$ cat src/rtl/commit_monitor_pkg.sv
// Shared types, constants and the MISR step function for commit_monitor.
package commit_monitor_pkg;

  typedef enum logic [1:0] {
    ST_RUN   = 2'd0,
    ST_DRAIN = 2'd1,
    ST_DONE  = 2'd2
  } cm_state_e;

  localparam logic [31:0] MISR_SEED = 32'hFFFF_FFFF;

  localparam int TAP_0 = 31;
  localparam int TAP_1 = 21;
  localparam int TAP_2 = 1;
  localparam int TAP_3 = 0;

  localparam logic [30:0] FAIL_LOOP = 31'h7FFF_FFFF;
  localparam logic [30:0] FAIL_SIG  = 31'h7FFF_FFFE;

  function automatic logic [31:0] misr_next(input logic [31:0] sig,
                                            input logic [31:0] data,
                                            input logic [4:0]  rd);
    logic fb;
    fb = sig[TAP_0] ^ sig[TAP_1] ^ sig[TAP_2] ^ sig[TAP_3];
    return {sig[30:0], fb} ^ data ^ {27'b0, rd};
  endfunction

endpackage

$ cat src/rtl/commit_misr.sv
// 32-bit MISR folding architectural register writes into a signature.
module commit_misr
  import commit_monitor_pkg::*;
(
  input  logic        clk,
  input  logic        rst_n,
  input  logic        en,
  input  logic [31:0] data,
  input  logic [4:0]  rd,
  output logic [31:0] sig
);

  always_ff @(posedge clk or negedge rst_n) begin
    if (!rst_n)  sig <= MISR_SEED;
    else if (en) sig <= misr_next(sig, data, rd);
  end

endmodule

$ cat src/rtl/commit_monitor.sv
// End-of-run monitor: detects tohost store, halt self-loop or timeout.
// Optional COMMIT_MONITOR_SIG_CHECK_EN also requires signature == EXP_SIG.
module commit_monitor
  import commit_monitor_pkg::*;
#(
  parameter logic [31:0] TOHOST_ADDR = 32'h0000_FFFC,
  parameter int          MAX_CYC     = 300,
  parameter int          DRAIN_CYC   = 4,
  parameter int          LOOP_CYC    = 16,
  parameter logic [31:0] EXP_SIG     = 32'h0000_0000
) (
  input  logic        clk,
  input  logic        rst_n,
  input  logic        wb_en,
  input  logic [4:0]  wb_rd,
  input  logic [31:0] wb_data,
  input  logic [31:0] if_pc,
  input  logic        dm_we,
  input  logic [31:0] dm_addr,
  input  logic [31:0] dm_wdata,
  output logic        done,
  output logic        pass,
  output logic        timeout,
  output logic [30:0] fail_code,
  output logic [31:0] retire_cnt,
  output logic [31:0] cycle_cnt,
  output logic [31:0] signature
);

  localparam int LW = $clog2(LOOP_CYC) + 1;
  localparam int DW = $clog2(DRAIN_CYC) + 1;
  localparam logic [31:0]   MAX_HIT   = 32'(MAX_CYC - 1);
  localparam logic [31:0]   LOOP_HIT  = 32'(LOOP_CYC - 2);
  localparam logic [DW-1:0] DRAIN_END = DW'(DRAIN_CYC - 1);

  cm_state_e     state_q, state_d;
  logic [31:0]   prev_pc_q;
  logic [LW-1:0] loop_q;
  logic [DW-1:0] drain_q;
  logic          tohost_q, tohost_d;
  logic          done_d, pass_d, timeout_d;
  logic [30:0]   fail_d;

  logic active, counted, sig_en, tohost, pc_same, self_loop, timeout_hit, drain_end;

  assign active      = (state_q != ST_DONE);
  assign counted     = wb_en && (wb_rd != 5'd0);
  assign sig_en      = active && counted;
  assign tohost      = dm_we && (dm_addr == TOHOST_ADDR);
  assign pc_same     = (if_pc == prev_pc_q);
  // Fires on the edge where the unchanged-PC count would reach LOOP_CYC-1.
  assign self_loop   = pc_same && (32'(loop_q) == LOOP_HIT);
  assign timeout_hit = (cycle_cnt == MAX_HIT);
  assign drain_end   = (drain_q == DRAIN_END);

  always_ff @(posedge clk or negedge rst_n) begin
    if (!rst_n) state_q <= ST_RUN;
    else        state_q <= state_d;
  end

  always_comb begin
    state_d = state_q;
    case (state_q)
      ST_RUN: begin
        if (tohost || self_loop) state_d = ST_DRAIN;
        else if (timeout_hit)    state_d = ST_DONE;
      end
      ST_DRAIN: if (timeout_hit || drain_end) state_d = ST_DONE;
      default:  state_d = ST_DONE;
    endcase
  end

`ifdef COMMIT_MONITOR_SIG_CHECK_EN
  logic [31:0] sig_final;
  assign sig_final = sig_en ? misr_next(signature, wb_data, wb_rd) : signature;
`else
  logic unused_cfg;
  assign unused_cfg = ^{EXP_SIG, FAIL_SIG, tohost_q};
`endif

  always_comb begin
    done_d    = done;
    pass_d    = pass;
    timeout_d = timeout;
    fail_d    = fail_code;
    tohost_d  = tohost_q;
    case (state_q)
      ST_RUN: begin
        if (tohost) begin
          pass_d   = (dm_wdata == 32'd1);
          fail_d   = dm_wdata[31:1];
          tohost_d = 1'b1;
        end else if (self_loop) begin
          pass_d = 1'b0;
          fail_d = FAIL_LOOP;
        end else if (timeout_hit) begin
          done_d    = 1'b1;
          timeout_d = 1'b1;
          pass_d    = 1'b0;
        end
      end
      ST_DRAIN: begin
        if (timeout_hit) begin
          done_d    = 1'b1;
          timeout_d = 1'b1;
          pass_d    = 1'b0;
        end else if (drain_end) begin
          done_d = 1'b1;
`ifdef COMMIT_MONITOR_SIG_CHECK_EN
          if (tohost_q && (sig_final != EXP_SIG)) begin
            pass_d = 1'b0;
            fail_d = FAIL_SIG;
          end
`endif
        end
      end
      default: ;
    endcase
  end

  always_ff @(posedge clk or negedge rst_n) begin
    if (!rst_n) begin
      done       <= 1'b0;
      pass       <= 1'b0;
      timeout    <= 1'b0;
      fail_code  <= 31'd0;
      tohost_q   <= 1'b0;
      retire_cnt <= 32'd0;
      cycle_cnt  <= 32'd0;
      prev_pc_q  <= 32'd0;
      loop_q     <= '0;
      drain_q    <= '0;
    end else begin
      done      <= done_d;
      pass      <= pass_d;
      timeout   <= timeout_d;
      fail_code <= fail_d;
      tohost_q  <= tohost_d;
      if (active && (cycle_cnt != '1))            cycle_cnt  <= cycle_cnt + 32'd1;
      if (sig_en && (retire_cnt != '1))           retire_cnt <= retire_cnt + 32'd1;
      prev_pc_q <= if_pc;
      if (!pc_same)          loop_q <= '0;
      else if (loop_q != '1) loop_q <= loop_q + 1'b1;
      drain_q <= (state_q == ST_DRAIN) ? drain_q + 1'b1 : '0;
    end
  end

  commit_misr u_misr (
    .clk   (clk),
    .rst_n (rst_n),
    .en    (sig_en),
    .data  (wb_data),
    .rd    (wb_rd),
    .sig   (signature)
  );

endmodule

$ cat config.mk
export PLATFORM = sky130hd
export DESIGN_NAME = commit_monitor
export DESIGN_NICKNAME = d
export VERILOG_FILES = /design/src/rtl/commit_monitor_pkg.sv /design/src/rtl/commit_misr.sv /design/src/rtl/commit_monitor.sv
export SDC_FILE = /design/constraint.sdc
export NUM_CORES = 1
export LEC_CHECK = 0
export ABC_AREA = 1
export CORE_MARGIN = 4
export CORE_UTILIZATION = 52
export CTS_CLUSTER_SIZE = 8
export DETAILED_ROUTE_END_ITERATION = 16
export PLACE_DENSITY = 0.95
export SYNTH_ARGS = -nofsm -noshare
export SYNTH_HDL_FRONTEND = slang
export SYNTH_SLANG_ARGS = --single-unit
$ cat constraint.sdc
create_clock -name clk -period 4.88 [get_ports clk]
set_clock_uncertainty 0.05 [all_clocks]
set_input_delay 0.488 -clock clk [delete_from_list [all_inputs] [get_ports clk]]
set_output_delay 0.488 -clock clk [all_outputs]
set_load 0.02 [all_outputs]
* Word-level counts from Yosys, hierarchy flattened
Index checks and enable logic that the tools add are counted.
** Storage, ports and cells
- Register bits after elaboration :: 172
- Input port bits :: 137
- Output and inout bits :: 130
** Cells by class
- $add $sub $neg :: 4
- Eq/ne operators :: 18
- Multiplexer cells :: 23
- Bitwise logic cells :: 5
- Reduce and logical (&&, ||, !) cells :: 16
** Operators with widths (number)
- 32-bit by 1-bit adder with 32-bit output, second input constant :: 2
- 32-bit inequality test, second input constant :: 2
- 31-bit two-way mux :: 2
- 32-bit by 1-bit == test with 1-bit output, second input constant :: 1
- 32-bit by 16-bit == test with 1-bit output, second input constant :: 1
- 32-bit == test :: 1
- 32-bit by 9-bit == test with 1-bit output, second input constant :: 1
- 32-bit bitwise XOR :: 1
- 32-bit by 5-bit bitwise XOR with 32-bit output :: 1
- 1-bit two-way mux :: 11
- 5-bit two-way mux :: 2
- 2-bit inequality test, second input constant :: 5
- 1-bit logical AND :: 6
- 2-bit two-way mux :: 3
- 3-bit inequality test, second input constant :: 2
- 1-bit one-hot mux with 2 select lines :: 3
- 5-bit by 1-bit adder with 5-bit output, second input constant :: 1
- 5-bit by 4-bit == test with 1-bit output, second input constant :: 1
- 5-bit inequality test, second input constant :: 1
- 5-bit AND reduction :: 1
- 5-bit nonzero test :: 1
- 2-bit one-hot mux with 2 select lines :: 1
- 2-bit AND reduction :: 2
- 2-bit nonzero test :: 2
- other kinds (9) :: 12

* Depth between registers and ports, before layout
- Word-level depth :: 5
- Gate-level depth with buffers :: 13
- Gate-level depth less buffers :: 12

* By module
A second synthesis with hierarchy kept.
** Unflattened totals
- Cells, all modules :: 1213
- Area total of the unflattened synthesis :: 9379.0 µm²
** Modules (own cells, without submodules)
- commit_monitor :: instances 1, cells each 1042, area an instance 7768.7 µm², seq. area each 3503.4 µm²
- commit_misr :: instances 1, cells each 171, area an instance 1610.3 µm², seq. area each 840.8 µm²

* Worst setup path before layout
Ideal clock, no wire load.
- Path kind :: register to register
- From :: register retire_cnt[0]
- To :: register retire_cnt[8]
- Arrival time :: 1688 ps
- Data required time :: 4698 ps
- Setup slack :: 3010 ps
- Stages on the path, launching flop included :: 12
- Buffers on the path :: 2
- Path through :: dfrtp_1 ha_1 nand3_2 nor2_4 nand2_1 nor2_1 nand2_1 nand2_2 buf_6 buf_8 nor2_2 xor2_1
** On the way
- Word-level cells in the longest chain between the ends :: 2
- Elaborated cells between the ends (all ways) :: 3
- Those cells by class :: add/sub: 1; eq/ne: 1; reduce/logical: 1
** RTL lines
- from (decl) :: RTL line commit_monitor.sv:25 : output logic [31:0] retire_cnt,
- from (signal assigned) :: RTL line commit_monitor.sv:140 : if (sig_en && (retire_cnt != '1)) retire_cnt <= retire_cnt + 32'd1;
- parallel branches: the longest is 2 deep, another holds 32-bit by 1-bit adder with 32-bit output
Parallel ways; which one is timed is not known.
A chain may end at the register's enable or synchronous reset.

* Worst setup path after layout
- From :: input dm_addr[27]
- To :: register fail_code[27]
** On the way
- Word-level cells in the longest chain between the ends :: 4
- Elaborated cells between the ends (all ways) :: 5
- Those cells by class :: eq/ne: 1; mux: 1; reduce/logical: 3
** RTL lines
- from (decl) :: RTL line commit_monitor.sv:19 : input logic [31:0] dm_addr,
- 32-bit by 16-bit == test with 1-bit output (*) :: RTL line commit_monitor.sv:49 : assign tohost = dm_we && (dm_addr == TOHOST_ADDR);
- 1-bit logical AND (*) :: RTL line commit_monitor.sv:49
- 2-bit nonzero test (no line)
- 2-bit AND reduction (no line)
- to (signal assigned) :: RTL line commit_monitor.sv:137 : fail_code <= fail_d;
- to (decl) :: RTL line commit_monitor.sv:24 : output logic [30:0] fail_code,
Mark *: on every way between the ends. The rest lies on a longest branch, timed or not.

==> results.env <==
CELLINTERNALPOWER_mW=2.59
TIMING.CRITICAL_PATH.TO_TYPE='register'
POST-SYNTH-TOP-AREA-CELL='sky130_fd_sc_hd__dfrtp_1'
WORST_R2R_PATH_DEPTH=10
TOTALNEGATIVESETUPSLACK_NS=0
ASYNCSETRESETFLOPFRACSYNTH=1.00
TOP_LEVEL_PORTS=267
SWITCHING_SHARE=0.271
TIMING.SETUP.CRITICAL_PATH_CLASS='input port to register'
FIRSTDRTPASSITERS=5
CTS.CLK_SLEW.WORST_PATHS_NS=0.07
YS_WARN_COUNT=0
POST-SYNTH-TOP-COUNT-CELL='sky130_fd_sc_hd__nand2_1'
GLOBAL_ROUTE_WIRE_LENGTH_BEFORE_REPAIR_UM=43600
FLOORPLAN.DIE_AREA_SQ_UM=19500
SEQUENTIALPOWERSHARE=0.461
AREAGROWTHSYNTHTOFINISH_PCT=37.7
R2R_END='fail_code[27]$_DFFE_PN0P_'
REQUIRED_NS=5.14
HPWL_UM=20000
POST_SYNTH_NUM_CELL_TYPES=35
SYNTHESIS.AREA_SQ_UM=9020
CRITPATHSLOWESTCELL='sky130_fd_sc_hd__nand2_2'
TIMING.CRITICAL_PATH.CELLS='clkdlybuf4s50_1, nor2_1, nand4_1, nor2_1, nand3_2, nand2_2, nand2_2, nand2_1, nand2_1'
SYNTHCELLS=1107
INSERTEDDIODECOUNT=0
SYNTHMUXAREASHARE=0
WORSTREG2REGSTART='prev_pc_q[3]$_DFF_PN0_'
CTS_SETUP_BUFFERS=0
ANTENNA_LEFT=0
CTS_ROOT_BUFFER_TYPE='sky130_fd_sc_hd__clkbuf_16'
SYNTH_TOP_FAMILY_BY_AREA='simple AND/OR/NAND/NOR gates'
PLACEABLECOREAREA_SQ_UM=16800
PERIOD_NEEDED_NS=2.88
DELAY_OF_THE_SLOWEST_CRITICAL_PATH_STAGE_NS=0.58
PWR-SHARE-CLK=0.374
CTS-HTREE-LEVELS=4
DETAIL_ROUTE.WL_PER_CELL_UM=16.4
WORSTPATHMAXFANOUT=32
NUMBER_OF_ENABLE_FLIP_FLOP_CELLS_AFTER_SYNTHESIS=0
POWER_FRAC_COMB=0.165
WORST_SETUP_PATH_START_KIND='input port'
CTS.SINK_COUNT=172
YS_SEQ_AREA_FRAC=0.482
ANTENNA_FOUND_INITIAL=0
WORST-ENDPOINT-ARRIVAL_NS=3.14
SYNTH.AVG_CELL_AREA_SQ_UM=8.15
POSTSYNTH.TOPFLOPCELL='sky130_fd_sc_hd__dfrtp_1'
RANKING_OF_SYNTHESIZED_CELLS_BY_INSTANCE_COUNT='328 x sky130_fd_sc_hd__nand2_1, 140 x sky130_fd_sc_hd__dfrtp_1, 120 x sky130_fd_sc_hd__nor2_1'
DETAILEDROUTE.FIRSTITERATIONVIOLATIONS=750
CTSHOLDBUFFERS=0
POST-ROUTE-DRC-COUNT=0
FINAL_HOLD_VIOL_COUNT=0
SYNTHXORXNORAREAFRAC=0.111
WORST_SKEW_PAIR.LATE_LATENCY_NS=0.43
SWITCH_PWR_mW=0.964
POWER_DENSITY_nW_PER_UM2=286
DETAILROUTE.VIA_COUNT=8437
POST-ROUTE-UTIL=0.738
ROUTE.DETAILED.VIAS_PER_INST=5.26
BUFFER_PORTS.INSERTED=266
POST_SYNTH_MAIN_AREA_CONTRIBUTORS='sky130_fd_sc_hd__dfrtp_1 39%, sky130_fd_sc_hd__nand2_1 14%, sky130_fd_sc_hd__dfstp_2 9.3%'
DESIGN.FINAL.NETS=1514
STD_CELL_ROWS=47
POSTSYNTHNETCOUNT=1251
SYNTH_TOP_AREA_SHARE=0.388
HOLD_PATH_CLASS='input port to async pin'
CLOCKBUFFERDEPTH=2
SYNTH_COMPOUND_AREA_FRAC=0.0311
SYNTH_SEQ_CELLS=172
PEAKVDDDROP_V=0.000267
GRT-OVFL-TOTAL=0
GRT_SETUP_UNREPAIRED='no'
MIN_PERIOD_OVER_PERIOD=0.590
MAX-SLEW-MARGIN-REL=0.536
POWER_LEAKAGE_nW=5.54
SYNTH_FA_HA_AREA_FRAC=0.00971
SETUP-VIOLATIONS-FINAL=0
CTS_TREE='yes'
TIMING_WORST_SLEW_PIN_VALUE_NS=0.696
CAP_VIOL_MAX_COUNT=0
CTS_BUFFERS=17
FMAX_MHz=347
DIE_HEIGHT_UM=140
MAXIMUM_NUMBER_OF_PINS_ON_ONE_NET_BEFORE_GLOBAL_ROUTE_REPAIR=99
ROUTABILITYCONGESTION=0.949
R2R_SLACK_NS=2.17
BASIC_GATE_SHARE_OF_THE_SYNTHESIZED_AREA_COUNTING_AND_OR_NAND_AND_NOR_CELLS=0.305
FLOORPLAN.INITIALDENSITY=0.536
FINAL_LAYOUT_SIZE_SUFFIX_GT1_FRAC=0.0839
STATUS='complete, no violations'
GRT_USE_TOTAL=0.273
FINALWIRELENGTH_UM=26300
POST_CTS.RESIZED_INSTANCES=0
VIA_COUNT_OF_THE_FIRST_GLOBAL_ROUTING_PASS=8678
TIMING.FINAL.MAX_SLEW_VIOLATIONS=0
DIE_EXTENT_IN_X_UM=140
[registers in the layout (all words and copies together), names as in the netlist]
name and flops:
timeout 1, retire_cnt 32, prev_pc_q 32, pass 1, loop_q 5, cycle_cnt 32
fail_code 31, u_misr.sig 32, state_q 2, drain_q 3, done 1
[layout make-up]
type,instances,area (sq um)
fillers,1174,4400
clock inverters,13,133
clock buffers,19,443
flip-flops and latches,172,4340
inverters,108,405
multi-input cells,802,4120
well taps,220,275
repair buffers,269,2700
[worst max path at each step]
stage | from | end | slack (ns) | cells past startpoint
floorplan | retire_cnt[0]$_DFFE_PN0P_ | retire_cnt[8]$_DFFE_PN0P_ | 3.01 | 11
global placement | dm_addr[27] | fail_code[23]$_DFFE_PN0P_ | 1.71 | 9
detailed placement | dm_addr[27] | fail_code[27]$_DFFE_PN0P_ | 1.57 | 9
CTS | dm_addr[27] | fail_code[27]$_DFFE_PN0P_ | 2.01 | 9
global route | dm_addr[27] | fail_code[16]$_DFFE_PN0P_ | 1.75 | 9
finish | dm_addr[27] | fail_code[27]$_DFFE_PN0P_ | 2.00 | 9
[placed cells by master, fill, tap and decap left out, types with 17 or more instances in the layout]
master,instances
sky130_fd_sc_hd__inv_1,104
sky130_fd_sc_hd__xor2_1,51
sky130_fd_sc_hd__dfstp_2,32
sky130_fd_sc_hd__or2_2,20
sky130_fd_sc_hd__clkdlybuf4s50_1,265
sky130_fd_sc_hd__nor2_1,119
sky130_fd_sc_hd__nand2_1,328
sky130_fd_sc_hd__clkbuf_16,17
sky130_fd_sc_hd__nor3_1,18
sky130_fd_sc_hd__xnor2_1,63
sky130_fd_sc_hd__dfrtp_1,140
sky130_fd_sc_hd__nand3_1,65
sky130_fd_sc_hd__nand4_1,28
sky130_fd_sc_hd__o21ai_0,39
[per-stage QoR]
stage,hold slack [ns],cell area [sq um],setup WS (ns),instances,total power [mW]
2_1_floorplan,0.142,9020,3.01,1107,1.89
3_3_place_gp,0.372,11800,1.71,1571,2.22
3_5_place_dp,0.381,11800,1.57,1571,2.25
4_1_cts,0.0487,12400,2.01,1603,3.58
5_1_grt,0.0636,12400,1.75,1603,3.70
6_report,0.0130,12400,2.00,1603,3.55
[critical path: cells and delay by family]
family        cells  cell delay (ns)
simple gates      8             2.14
buf+inv           1             0.50
[kinds of logic (layout without fill, tap and decap cells)]
kind of cell / Yosys count / in the layout
xor+xnor: 114 / 114
buf+inv: 133 / 409
simple gates: 626 / 626
fa+ha+maj: 7 / 7
flops: 172 / 172
compound gates: 55 / 55
[power by group through the flow]
| stage | Clock [mW] | Combinational [mW] | Sequential [mW] |
|---|---|---|---|
| after floorplan | 0 | 0.166 | 1.73 |
| after global placement | 0 | 0.567 | 1.66 |
| after detailed placement | 0 | 0.586 | 1.66 |
| after CTS | 1.35 | 0.591 | 1.64 |
| after global routing | 1.42 | 0.632 | 1.65 |
| final | 1.33 | 0.587 | 1.64 |
[layer usage]
metal	GRT usage	wire, um	share of wire
met1	0.328	10100	0.38
met2	0.477	13400	0.51
met3	0.0662	1980	0.075
met4	0.0979	784	0.030
met5	0	0	0
(Power assumes the default switching activity.)
